<file path="config.mk">
export PLATFORM = sky130hd
export DESIGN_NAME = ab_sequencer_arbiter_flat
export DESIGN_NICKNAME = d
export VERILOG_FILES = /design/src/rtl/ab_sequencer_arbiter_if.sv /design/src/rtl/ab_sequencer_arbiter.sv /design/src/flat_wrapper.sv
export SDC_FILE = /design/constraint.sdc
export NUM_CORES = 1
export LEC_CHECK = 0
export BUFFER_PORTS_ARGS = -buffer_cell sky130_fd_sc_hd__buf_2
export CAP_MARGIN = 20
export CELL_PAD_IN_SITES_DETAIL_PLACEMENT = 1
export CELL_PAD_IN_SITES_GLOBAL_PLACEMENT = 2
export CORE_MARGIN = 1.5
export CORE_UTILIZATION = 30
export CTS_CLUSTER_DIAMETER = 40
export CTS_CLUSTER_SIZE = 30
export DETAILED_ROUTE_END_ITERATION = 6
export PLACE_DENSITY_LB_ADDON = 0.1
export SLEW_MARGIN = 25
export SYNTH_ARGS = -nofsm -noshare
export SYNTH_HDL_FRONTEND = slang
export SYNTH_SLANG_ARGS = --single-unit
export TNS_END_PERCENT = 20
</file>
<file path="constraint.sdc">
create_clock -name clk -period 2.4 [get_ports clk]
set_input_delay 0.12 -clock clk [delete_from_list [all_inputs] [get_ports clk]]
set_output_delay 0.12 -clock clk [all_outputs]
set_load 0.02 [all_outputs]
</file>
<file path="src/rtl/ab_sequencer_arbiter_if.sv">
// ---------------------------------------------------------------------------
// ab_sequencer_arbiter_if
//   Groups the requester-side and checker-side signals of ab_sequencer_arbiter.
//
//   Requester side : req (level, in), grant (one-hot owner, out),
//                    ack (one-cycle completion pulse, out),
//                    resp_code (00 ok / 01 checker error / 10 timeout, out).
//   Checker side   : a_out, b_out (strobes, out), clr_out (sync clear, out),
//                    done_in, error_in (checker status, in).
//
//   Handshake: a requester holds req high until it sees its ack bit. The
//   arbiter answers every granted transaction with exactly one ack pulse,
//   and resp_code is meaningful only in that ack cycle. Dropping req after
//   grant does not cancel the transaction.
//
//   Modports: master = arbiter view, slave = requester/checker view.
// ---------------------------------------------------------------------------
interface ab_sequencer_arbiter_if #(
  parameter int NREQ = 4
) ();
  logic [NREQ-1:0] req;
  logic [NREQ-1:0] grant;
  logic [NREQ-1:0] ack;
  logic [1:0]      resp_code;
  logic            a_out;
  logic            b_out;
  logic            clr_out;
  logic            done_in;
  logic            error_in;

  modport master (
    input  req, done_in, error_in,
    output grant, ack, resp_code, a_out, b_out, clr_out
  );

  modport slave (
    output req, done_in, error_in,
    input  grant, ack, resp_code, a_out, b_out, clr_out
  );
endinterface

</file>
<file path="src/rtl/ab_sequencer_arbiter.sv">
// ---------------------------------------------------------------------------
// ab_sequencer_arbiter
//   Shares one A/B handshake checker between NREQ requesters with round-robin
//   arbitration. Each transaction: A strobe, B strobe, wait for done/error
//   (bounded by TIMEOUT cycles), clear the checker and ack the owner.
//
//   Ports:
//     clk        system clock, rising edge
//     rst        asynchronous active-low reset
//     bus        ab_sequencer_arbiter_if.master (req/grant/ack/resp_code,
//                a_out/b_out/clr_out, done_in/error_in)
//     busy       high in any state except IDLE
//     state_out  current FSM state encoding (debug)
//
//   All outputs are decoded from registered state only (Moore).
// ---------------------------------------------------------------------------
module ab_sequencer_arbiter #(
  parameter int NREQ    = 4,
  parameter int TIMEOUT = 16,
  parameter int TW      = 5
) (
  input  logic                  clk,
  input  logic                  rst,
  ab_sequencer_arbiter_if.master bus,
  output logic                  busy,
  output logic [2:0]            state_out
);

  localparam int PW = (NREQ > 1) ? $clog2(NREQ) : 1;

  typedef enum logic [2:0] {
    IDLE   = 3'd0,
    SEND_A = 3'd1,
    SEND_B = 3'd2,
    WAIT   = 3'd3,
    CLEAR  = 3'd4
  } state_t;

  state_t          state, state_d;
  logic [PW-1:0]   rr_ptr, rr_d;
  logic [PW-1:0]   owner, owner_d;
  logic [TW-1:0]   timer, timer_d;
  logic [1:0]      code, code_d;

  logic            sel_found;
  logic [PW-1:0]   sel_idx;
  logic [PW-1:0]   idx;
  logic [NREQ-1:0] owner_hot;

  // Round-robin pick: first set req bit at or above rr_ptr, wrapping.
  always_comb begin
    sel_found = 1'b0;
    sel_idx   = '0;
    idx       = '0;
    for (int i = 0; i < NREQ; i++) begin
      idx = PW'((int'(rr_ptr) + i) % NREQ);
      if (!sel_found && bus.req[idx]) begin
        sel_found = 1'b1;
        sel_idx   = idx;
      end
    end
  end

  always_ff @(posedge clk or negedge rst) begin
    if (!rst) begin
      state  <= IDLE;
      rr_ptr <= '0;
      owner  <= '0;
      timer  <= '0;
      code   <= 2'b00;
    end else begin
      state  <= state_d;
      rr_ptr <= rr_d;
      owner  <= owner_d;
      timer  <= timer_d;
      code   <= code_d;
    end
  end

  always_comb begin
    state_d = state;
    rr_d    = rr_ptr;
    owner_d = owner;
    timer_d = timer;
    code_d  = code;
    case (state)
      IDLE: begin
        if (sel_found) begin
          owner_d = sel_idx;
          state_d = SEND_A;
        end
      end
      SEND_A: state_d = SEND_B;
      SEND_B: begin
        timer_d = '0;
        state_d = WAIT;
      end
      WAIT: begin
        // error outranks done when both arrive together
        if (bus.error_in) begin
          code_d  = 2'b01;
          state_d = CLEAR;
        end else if (bus.done_in) begin
          code_d  = 2'b00;
          state_d = CLEAR;
        end else if (timer == TW'(TIMEOUT - 1)) begin
          code_d  = 2'b10;
          state_d = CLEAR;
        end else begin
          timer_d = timer + 1'b1;
        end
      end
      CLEAR: begin
        state_d = IDLE;
        rr_d    = (int'(owner) == NREQ - 1) ? '0 : owner + 1'b1;
      end
      default: state_d = IDLE;
    endcase
  end

  assign owner_hot     = NREQ'(1) << owner;
  assign bus.grant     = (state inside {SEND_A, SEND_B, WAIT, CLEAR}) ? owner_hot : '0;
  assign bus.ack       = (state == CLEAR) ? owner_hot : '0;
  assign bus.resp_code = (state == CLEAR) ? code : 2'b00;
  assign bus.a_out     = (state == SEND_A);
  assign bus.b_out     = (state == SEND_B);
  assign bus.clr_out   = (state == CLEAR);
  assign busy          = (state != IDLE);
  assign state_out     = state;

endmodule
</file>
<file path="src/flat_wrapper.sv">
// flat-port wrapper written by rule: the top's interface ports become plain ports
module ab_sequencer_arbiter_flat 
#(
  parameter int NREQ    = 4,
  parameter int TIMEOUT = 16,
  parameter int TW      = 5
)
  (clk, rst, busy, state_out, bus_req, bus_done_in, bus_error_in, bus_grant, bus_ack, bus_resp_code, bus_a_out, bus_b_out, bus_clr_out);
  ab_sequencer_arbiter_if #(.NREQ(NREQ)) bus_i ();
  input  logic clk;
  input  logic rst;
  output logic busy;
  output logic [2:0] state_out;
  input wire logic [$bits(bus_i.req)-1:0] bus_req;
  input wire logic [$bits(bus_i.done_in)-1:0] bus_done_in;
  input wire logic [$bits(bus_i.error_in)-1:0] bus_error_in;
  output wire logic [$bits(bus_i.grant)-1:0] bus_grant;
  output wire logic [$bits(bus_i.ack)-1:0] bus_ack;
  output wire logic [$bits(bus_i.resp_code)-1:0] bus_resp_code;
  output wire logic [$bits(bus_i.a_out)-1:0] bus_a_out;
  output wire logic [$bits(bus_i.b_out)-1:0] bus_b_out;
  output wire logic [$bits(bus_i.clr_out)-1:0] bus_clr_out;
  assign bus_i.req = bus_req;
  assign bus_i.done_in = bus_done_in;
  assign bus_i.error_in = bus_error_in;
  assign bus_grant = bus_i.grant;
  assign bus_ack = bus_i.ack;
  assign bus_resp_code = bus_i.resp_code;
  assign bus_a_out = bus_i.a_out;
  assign bus_b_out = bus_i.b_out;
  assign bus_clr_out = bus_i.clr_out;
  ab_sequencer_arbiter #(.NREQ(NREQ), .TIMEOUT(TIMEOUT), .TW(TW)) u_core (.clk(clk), .rst(rst), .bus(bus_i), .busy(busy), .state_out(state_out));
endmodule
</file>
==> results.toml, run 1 <==
[setup_path]
cp.arrival_ns = 2.29
critPathLaunch = "u_core.timer[0]"
r2r-start = "u_core.timer[0]"
cp_slowest_cell = "or3_1"
critPathKind = "flop to flop"
cp_data_required_time_ns = 2.57
cpPeakStageDelay_ns = 0.44
cp-start-kind = "flop"
rr_worst_depth = 6
path_max_fanout = 8
timing.reg2reg.setup_slack_ns = 0.28
path_buf_inv = 0
crit_chain = "ha_1, and3_1, ha_1, or3_1, and3_1, a221o_1"
cp-end-kind = "flop"
r2r_end = "u_core.timer[4]"
crit_family = "simple AND/OR/NAND/NOR gates"

[yosys]
syn_nets = 117
ys_seq_area_frac = 0.376
netlist_instances = 103
yosysTopAreaCell = "dfrtp_1"
yosysMostFrequentCell = "dfrtp_1"
synthTopCellsByCount = "dfrtp_1, and3_1, ha_1, nand2_1"
synth-seq-cells = 14
synth_top_area_frac = 0.376
synth_area_per_cell_um2 = 9.04
synth.area.top_cells = "dfrtp_1, ha_1, and3_1, and2_1, mux2_2"
ys_warn_count = 0
ys_types = 37
synth_area_um2 = 931
ys_async_sr_fraction = 1.00
synth_enable_flop_cells = 0
synth_flop_cell = "dfrtp_1"

[placed_design]
placed_area_mm2 = 0.00109
dp_cells = 157
place_congestion = 0.813
io_buffers = 24
hpwlAfterDp_um = 1720

[clock_tree]
cts_sinks = 14
cts-root-buf = "clkbuf_4"
clk_pin_slew_ns = 0.09
cts_buffers = 3
cts_tree = "done"
cts_setup_buffers = 0
htree_levels = 1
clock_path_buffers = 2
clock_latency_ns = 0.28

[floorplan]
start_util = 0.310
io_pins = 25
coreArea_mm2 = 0.00300
rows = 20
die_width_um = 58.7
die_area_mm2 = 0.00345
die_h_um = 58.7

[timing]
rsz0062_at_grt = "no"
fin_crit_sh = 0.885
slew_viol_final = 0
period_minus_slack_ns = 2.12
fmax_mhz = 471
relSlewSlack = 0.601
tightest_slew_ns = 0.594
setup_tns_ns = 0
setup_viol = 0
fin_worst_skew_ns = 0.00169
hold_violations = 0

[cells_and_area]
final-instance-count-excl-fill = 162
area_delta_synth_final_pct = 22.2
fin_area_mm2 = 0.00114
layout-drive-gt1-share = 0.295
fin_nets = 144
antenna_cells = 0
utilization = 0.379

[global_route]
grt_use_total = 0.144
antenna_found_initial = 0
overflow = 0
grt_pass1_wl_um = 3720
grt_max_degree = 20
grt_pass1_vias = 792

[min_path]
worstHoldStart = "bus_error_in"
hold_depth = 2
whs_endpoint = "u_core.code[0]"
hp-class = "primary input to flop"

[power]
share_clk_of_total_power = 0.119
netSwitchingFraction = 0.467
p_seq_frac = 0.333
p_int_uw = 773
leakage_nw = 0.578
peakVddDrop_mv = 0.463
p_per_area_mw_per_mm2 = 1280
combPwrFrac = 0.548
p_sw_uw = 678

[job]
cap_violations = 0

[route]
routed_via_density = 5.32
ant_nets = 0
wl_um = 2250
drc = 0
num_vias = 862
drt_pass1_iterations = 2
routedWlPerCell_um = 13.9
drt_iter0_markers = 19

[outcome]
outcome = "complete, no violations"
-- logic make-up (layout without fill, tap and decap cells) --
family,after synthesis,count (layout),synth area share
XOR/XNOR,1,1,0.00941
multiplexers,3,3,0.0349
buffers and inverters,11,37,0.0457
AND/OR/NAND/NOR,48,48,0.296
flip-flops,14,14,0.376
AO/OA/AOI/OAI,20,20,0.157
adder cells (fa/ha/maj),6,6,0.0806
-- cell type report --
| type | instances | area, µm² |
|---|---|---|
| timing repair buffer | 28 | 153 |
| clock buffer | 4 | 36.3 |
| multi-input combinational | 78 | 538 |
| inverter | 5 | 18.8 |
| sequential | 14 | 350 |
| tap | 33 | 41.3 |
| fill | 365 | 1870 |
-- cell usage in the layout, fill, tap and decap left out, drive strengths merged, types with 2 or more instances in the layout --
master / instances
and3: 9
o211ai: 3
nor3: 4
nand3: 3
or2: 4
and2: 5
clkbuf: 4
nand2: 6
ha: 6
or3: 2
nand3b: 2
a21oi: 4
o21ai: 3
inv: 5
a31oi: 3
buf: 27
nor2b: 2
nand2b: 2
nor2: 5
mux2: 2
dfrtp: 14
-- metal layers --
| metal | track usage | routed length, µm | vias up |
|---|---|---|---|
| li1 | - | - | 424 |
| met1 | 0.183 | 1020 | 415 |
| met4 | 0.0682 | 26 | 0 |
| met3 | 0.0242 | 102 | 4 |
| met2 | 0.239 | 1110 | 19 |
| met5 | 0 | 0 | - |
-- state kept, by name, summed over array words and instances (netlist names) --
name              cells
u_core.owner          2
u_core.state_out      3
u_core.rr_ptr         2
u_core.code           2
u_core.timer          5
-- power by group through the flow --
stage / clock network, mW / registers (mW) / logic [mW]
after floorplan: 0 / 0.464 / 0.567
after global placement: 0 / 0.483 / 0.798
after detailed placement: 0 / 0.488 / 0.803
after CTS: 0.180 / 0.485 / 0.805
after global routing: 0.190 / 0.506 / 0.882
final: 0.173 / 0.483 / 0.795
-- worst max-delay path by stage --
stage	to	slack, ns	cells after the start
finish	u_core.timer[4]	0.28	6
floorplan	u_core.timer[4]	0.43	7
detailed placement	u_core.timer[4]	0.28	6
global placement	u_core.timer[4]	0.35	6
global route	u_core.timer[4]	0.19	6
CTS	u_core.timer[4]	0.27	6
-- through the flow --
stage | setup WS [ns] | total power, mW | hold WS (ns)
4_1_cts | 0.266 | 1.47 | 0.130
3_5_place_dp | 0.281 | 1.29 | 0.0454
6_report | 0.276 | 1.45 | 0.131
5_1_grt | 0.187 | 1.58 | 0.150
3_3_place_gp | 0.350 | 1.28 | 0.0421
2_1_floorplan | 0.432 | 1.03 | -0.176
-- repair_timing --
action,CTS,global route
endpoints found under the hold margin,14,0
gates resized for setup,0,0
hold buffers,1,0
Power figures use the tool's default switching activity.
==> inputs of run 2 (changes only) <==
--- a/config.mk
+++ b/config.mk
@@ -7,10 +7,10 @@
 export LEC_CHECK = 0
 export BUFFER_PORTS_ARGS = -buffer_cell sky130_fd_sc_hd__buf_2
 export CAP_MARGIN = 20
-export CELL_PAD_IN_SITES_DETAIL_PLACEMENT = 1
-export CELL_PAD_IN_SITES_GLOBAL_PLACEMENT = 2
+export CELL_PAD_IN_SITES_DETAIL_PLACEMENT = 0
+export CELL_PAD_IN_SITES_GLOBAL_PLACEMENT = 1
 export CORE_MARGIN = 1.5
-export CORE_UTILIZATION = 30
+export CORE_UTILIZATION = 40
 export CTS_CLUSTER_DIAMETER = 40
 export CTS_CLUSTER_SIZE = 30
 export DETAILED_ROUTE_END_ITERATION = 6
==> constraint.sdc (replaced) <==
create_clock -name clk -period 2.57 [get_ports clk]
set_input_delay 0.1285 -clock clk [delete_from_list [all_inputs] [get_ports clk]]
set_output_delay 0.1285 -clock clk [all_outputs]
set_load 0.02 [all_outputs]
==> results.toml, run 2 (synthesis gave the netlist of run 1 again) <==
[route]
routedWlPerCell_um = 13.3
routed_via_density = 5.32
wl_um = 2060
num_vias = 825
drt_iter0_markers = 14
drc = 0
ant_nets = 0
drt_pass1_iterations = 4

[min_path]
worstHoldStart = "bus_error_in"
hp-class = "primary input to flop"

[global_route]
grt_max_degree = 23
grt_pass1_wl_um = 3680
overflow = 0
antenna_found_initial = 0
grt_use_total = 0.184
grt_pass1_vias = 778

[floorplan]
coreArea_mm2 = 0.00221
die_area_mm2 = 0.00263
die_width_um = 51.2
rows = 17
start_util = 0.421
die_h_um = 51.2
io_pins = 25

[clock_tree]
cts-root-buf = "clkbuf_4"
cts_sinks = 14
cts_tree = "done"
clock_latency_ns = 0.28
cts_setup_buffers = 0
cts_buffers = 3
clock_path_buffers = 2
clk_pin_slew_ns = 0.09
htree_levels = 1

[timing]
tightest_slew_ns = 0.633
setup_tns_ns = 0
finalWorstSetupSlack_ns = 0.477
period_minus_slack_ns = 2.09
fin_crit_sh = 0.814
rsz0062_at_grt = "no"
hold_violations = 0
fin_worst_skew_ns = 0.00911
fmax_mhz = 478
setup_viol = 0
relSlewSlack = 0.578
slew_viol_final = 0

[placed_design]
hpwlAfterDp_um = 1470
io_buffers = 24
pre_cts_ws_ns = 0.490
place_congestion = 0.749

[job]
cap_violations = 0

[setup_path]
cp-start-kind = "flop"
critPathLaunch = "u_core.timer[0]"
r2r-start = "u_core.timer[0]"
path_max_fanout = 8
cp_data_required_time_ns = 2.74
cp-end-kind = "flop"
cp.arrival_ns = 2.26
critPathKind = "flop to flop"

[outcome]
outcome = "complete, no violations"

[cells_and_area]
top_register = "u_core.timer"
mostFrequentLayoutCells = "buf_2, dfrtp_1, and3_1"
area_delta_synth_final_pct = 19.9
antenna_cells = 0
fin_nets = 142
layout_commonest_cell = "buf_2"
layout-drive-gt1-share = 0.283
n_fill_cell = 221
largest_reg_flops = 5

[power]
peakVddDrop_mv = 0.544
leakage_nw = 0.569
p_per_area_mw_per_mm2 = 1170
==> run 2: layout make-up <==
class | count | area (µm²) | area share
Multi-Input combinational cell | 78 | 538 | 0.482
Sequential cell | 14 | 350 | 0.314
Clock buffer | 4 | 36.3 | 0.0325
Tap cell | 28 | 35.0 | 0.0314
Inverter | 5 | 18.8 | 0.0168
Timing Repair Buffer | 26 | 138 | 0.123
==> run 2: where the power goes <==
| group | switching (mW) | internal [mW] |
|---|---|---|
| registers | 0.162 | 0.320 |
| clock network | 0.0725 | 0.0861 |
| logic | 0.377 | 0.293 |
==> run 2: layer usage <==
| metal | global-route usage | routed length (µm) | share of wire | vias up |
|---|---|---|---|---|
| met2 | 0.294 | 1010 | 0.49 | 13 |
| met3 | 0.0263 | 66 | 0.032 | 2 |
| met1 | 0.255 | 978 | 0.47 | 390 |
| li1 | - | - | - | 420 |
| met5 | 0 | 0 | 0 | - |
| met4 | 0.0658 | 10 | 0.0048 | 0 |
==> run 2: timing repair <==
item,in CTS,in global routing
gates resized for setup,0,0
hold buffers,1,0
hold endpoints to repair,14,0
==> run 2: stage by stage <==
stage          hold WS [ns]  utilization  power [mW]  cells  area [µm²]
2_1_floorplan        -0.167            -       0.963    103         931
3_3_place_gp         0.0567        0.484        1.14    150        1070
3_5_place_dp         0.0525        0.484        1.16    150        1070
4_1_cts               0.144        0.505        1.33    155        1120
5_1_grt               0.163        0.505        1.45    155        1120
6_report              0.151        0.505        1.31    155        1120
==> run 2: path summary, 6_finish.rpt <==
| check | end | slack (ns) | cells past startpoint |
|---|---|---|---|
| hold reg to reg | u_core.code[0] | 0.52 | 1 |
| min in group asynchronous | u_core.rr_ptr[1] | 0.27 | 2 |
| setup reg to reg | u_core.timer[4] | 0.48 | 6 |
| hold / removal | u_core.code[0] | 0.15 | 2 |
| max in group asynchronous | u_core.state_out[2] | 2.04 | 2 |
| setup / recovery | u_core.timer[4] | 0.48 | 6 |
==> run 2: worst max-delay path: stages (launching register included) <==
cell and delay, ns:
dfrtp_1 0.42, ha_1 0.24, and3_1 0.19, ha_1 0.22, or3_1 0.43, and3_1 0.22, a221o_1 0.26
==> inputs of run 3 (changes only) <==
--- a/config.mk
+++ b/config.mk
@@ -10,7 +10,7 @@
 export CELL_PAD_IN_SITES_DETAIL_PLACEMENT = 0
 export CELL_PAD_IN_SITES_GLOBAL_PLACEMENT = 1
 export CORE_MARGIN = 1.5
-export CORE_UTILIZATION = 40
+export CORE_UTILIZATION = 34
 export CTS_CLUSTER_DIAMETER = 40
 export CTS_CLUSTER_SIZE = 30
 export DETAILED_ROUTE_END_ITERATION = 6
==> constraint.sdc (replaced) <==
create_clock -name clk -period 1.9 [get_ports clk]
set_input_delay 0.095 -clock clk [delete_from_list [all_inputs] [get_ports clk]]
set_output_delay 0.095 -clock clk [all_outputs]
set_load 0.02 [all_outputs]
==> results.toml, run 3 (synthesis gave the netlist of run 1 again) <==
[timing]
fin_crit_sh = 0.969
period_minus_slack_ns = 1.84
fin_worst_skew_ns = 0.00192
setup_viol = 0
hold_slack_ns = 0.127
tightest_slew_ns = 0.489
fmax_mhz = 543
relSlewSlack = 0.671
hold_violations = 0
rsz0062_at_grt = "yes"
slew_viol_final = 0

[route]
num_vias = 871
routedWlPerCell_um = 13.0
drt_pass1_iterations = 5
drc = 0
ant_nets = 0
drt_iter0_markers = 10
wl_um = 2160
routed_via_density = 5.25

[power]
leakage_nw = 0.610
p_per_area_mw_per_mm2 = 1560
combPwrFrac = 0.581
p_int_mw = 1.04
netSwitchingFraction = 0.452
peakVddDrop_mv = 0.823
share_clk_of_total_power = 0.112
p_seq_frac = 0.307
p_sw_uw = 858

[cells_and_area]
fin_nets = 151
antenna_cells = 0
top_register = "u_core.timer"
largest_reg_flops = 5
area_delta_synth_final_pct = 30.6
n_fill_cell = 253
utilization = 0.478
layout-drive-gt1-share = 0.368
multi_input_area_um2 = 568
seq_area_um2 = 350
layout_commonest_cell = "buf_2"
mostFrequentLayoutCells = "buf_2, dfrtp_1, buf_4"

[setup_path]
path_max_fanout = 6
r2r-start = "u_core.timer[0]"
critPathKind = "flop to flop"
cp.arrival_ns = 2.01
critPathLaunch = "u_core.timer[0]"
cp-start-kind = "flop"
cp_data_required_time_ns = 2.07
cp-end-kind = "flop"

[floorplan]
die_h_um = 55.3
io_pins = 25
rows = 18
coreArea_mm2 = 0.00254
die_area_mm2 = 0.00306
die_width_um = 55.3
start_util = 0.366

[clock_tree]
cts-root-buf = "clkbuf_4"
cts_tree = "done"
clock_latency_ns = 0.28
cts_buffers = 3
clock_path_buffers = 2
cts_sinks = 14
clk_pin_slew_ns = 0.09
htree_levels = 1

[outcome]
outcome = "complete, no violations"

[min_path]
worstHoldStart = "bus_error_in"
hp-class = "primary input to flop"

[global_route]
grt_pass1_vias = 797
grt_pass1_wl_um = 3590
overflow = 0
grt_use_total = 0.147
antenna_found_initial = 0
grt_max_degree = 17

[placed_design]
io_buffers = 24
place_congestion = 0.742
hpwlAfterDp_um = 1680

[job]
cap_violations = 0
[run 3: cell count changes in the layout (fill, tap and decap cells not counted), sizes merged]
cell / change
buf: +9
[run 3: cell type report]
cell class | count | area share
Tap cell | 30 | 0.0309
Timing Repair Buffer | 35 | 0.169
Clock buffer | 4 | 0.0298
Inverter | 5 | 0.0154
Multi-Input combinational cell | 78 | 0.467
Sequential cell | 14 | 0.288
[run 3: path summary, 6_finish.rpt]
path / end / slack [ns] / cells past startpoint
worst max-delay path: u_core.timer[4] / 0.06 / 6
worst min-delay path: u_core.code[0] / 0.13 / 2
worst max register to register: u_core.timer[4] / 0.06 / 6
worst min register to register: u_core.code[0] / 0.51 / 1
max in group asynchronous: u_core.rr_ptr[1] / 1.41 / 2
min in group asynchronous: u_core.code[0] / 0.24 / 2
[run 3: worst max-delay path, stage by stage (launching register included)]
cell     delay (ns)
dfrtp_1        0.39
ha_2           0.19
and3_4         0.18
ha_4           0.15
or3_4          0.40
and3_4         0.18
a221o_1        0.25
[run 3: metal layers]
metal	share of wire	up-vias	GRT usage
li1	-	439	-
met2	0.47	20	0.238
met5	0	-	0
met3	0.046	2	0.0422
met4	0.0097	0	0.0523
met1	0.48	410	0.184
[run 3: power by group through the flow]
stage               combinational [mW]  clock, mW  sequential [mW]
floorplan                        0.721          0            0.587
global placement                  1.08          0            0.587
detailed placement                1.09          0            0.588
CTS                               1.10      0.226            0.582
global route                      1.21      0.238            0.614
finish                            1.10      0.213            0.584
[run 3: what timing repair did]
item	4_1_cts	5_1_grt
pin swaps	0	4
hold endpoints to repair	14	0
hold buffers	1	0
resized for setup	1	3
setup endpoints to repair	1	2
buffers inserted	0	1
[run 3: through the flow]
step                      std cells  setup WS [ns]  cell area, µm²  total power [mW]  setup TNS [ns]
after global routing            166        -0.0274            1220              2.07         -0.0545
after floorplan                 103       -0.00607             942              1.31        -0.00607
after CTS                       165         0.0357            1190              1.90               0
final                           166         0.0587            1220              1.90               0
after global placement          160         0.0341            1140              1.67               0
after detailed placement        160        -0.0203            1140              1.68         -0.0203
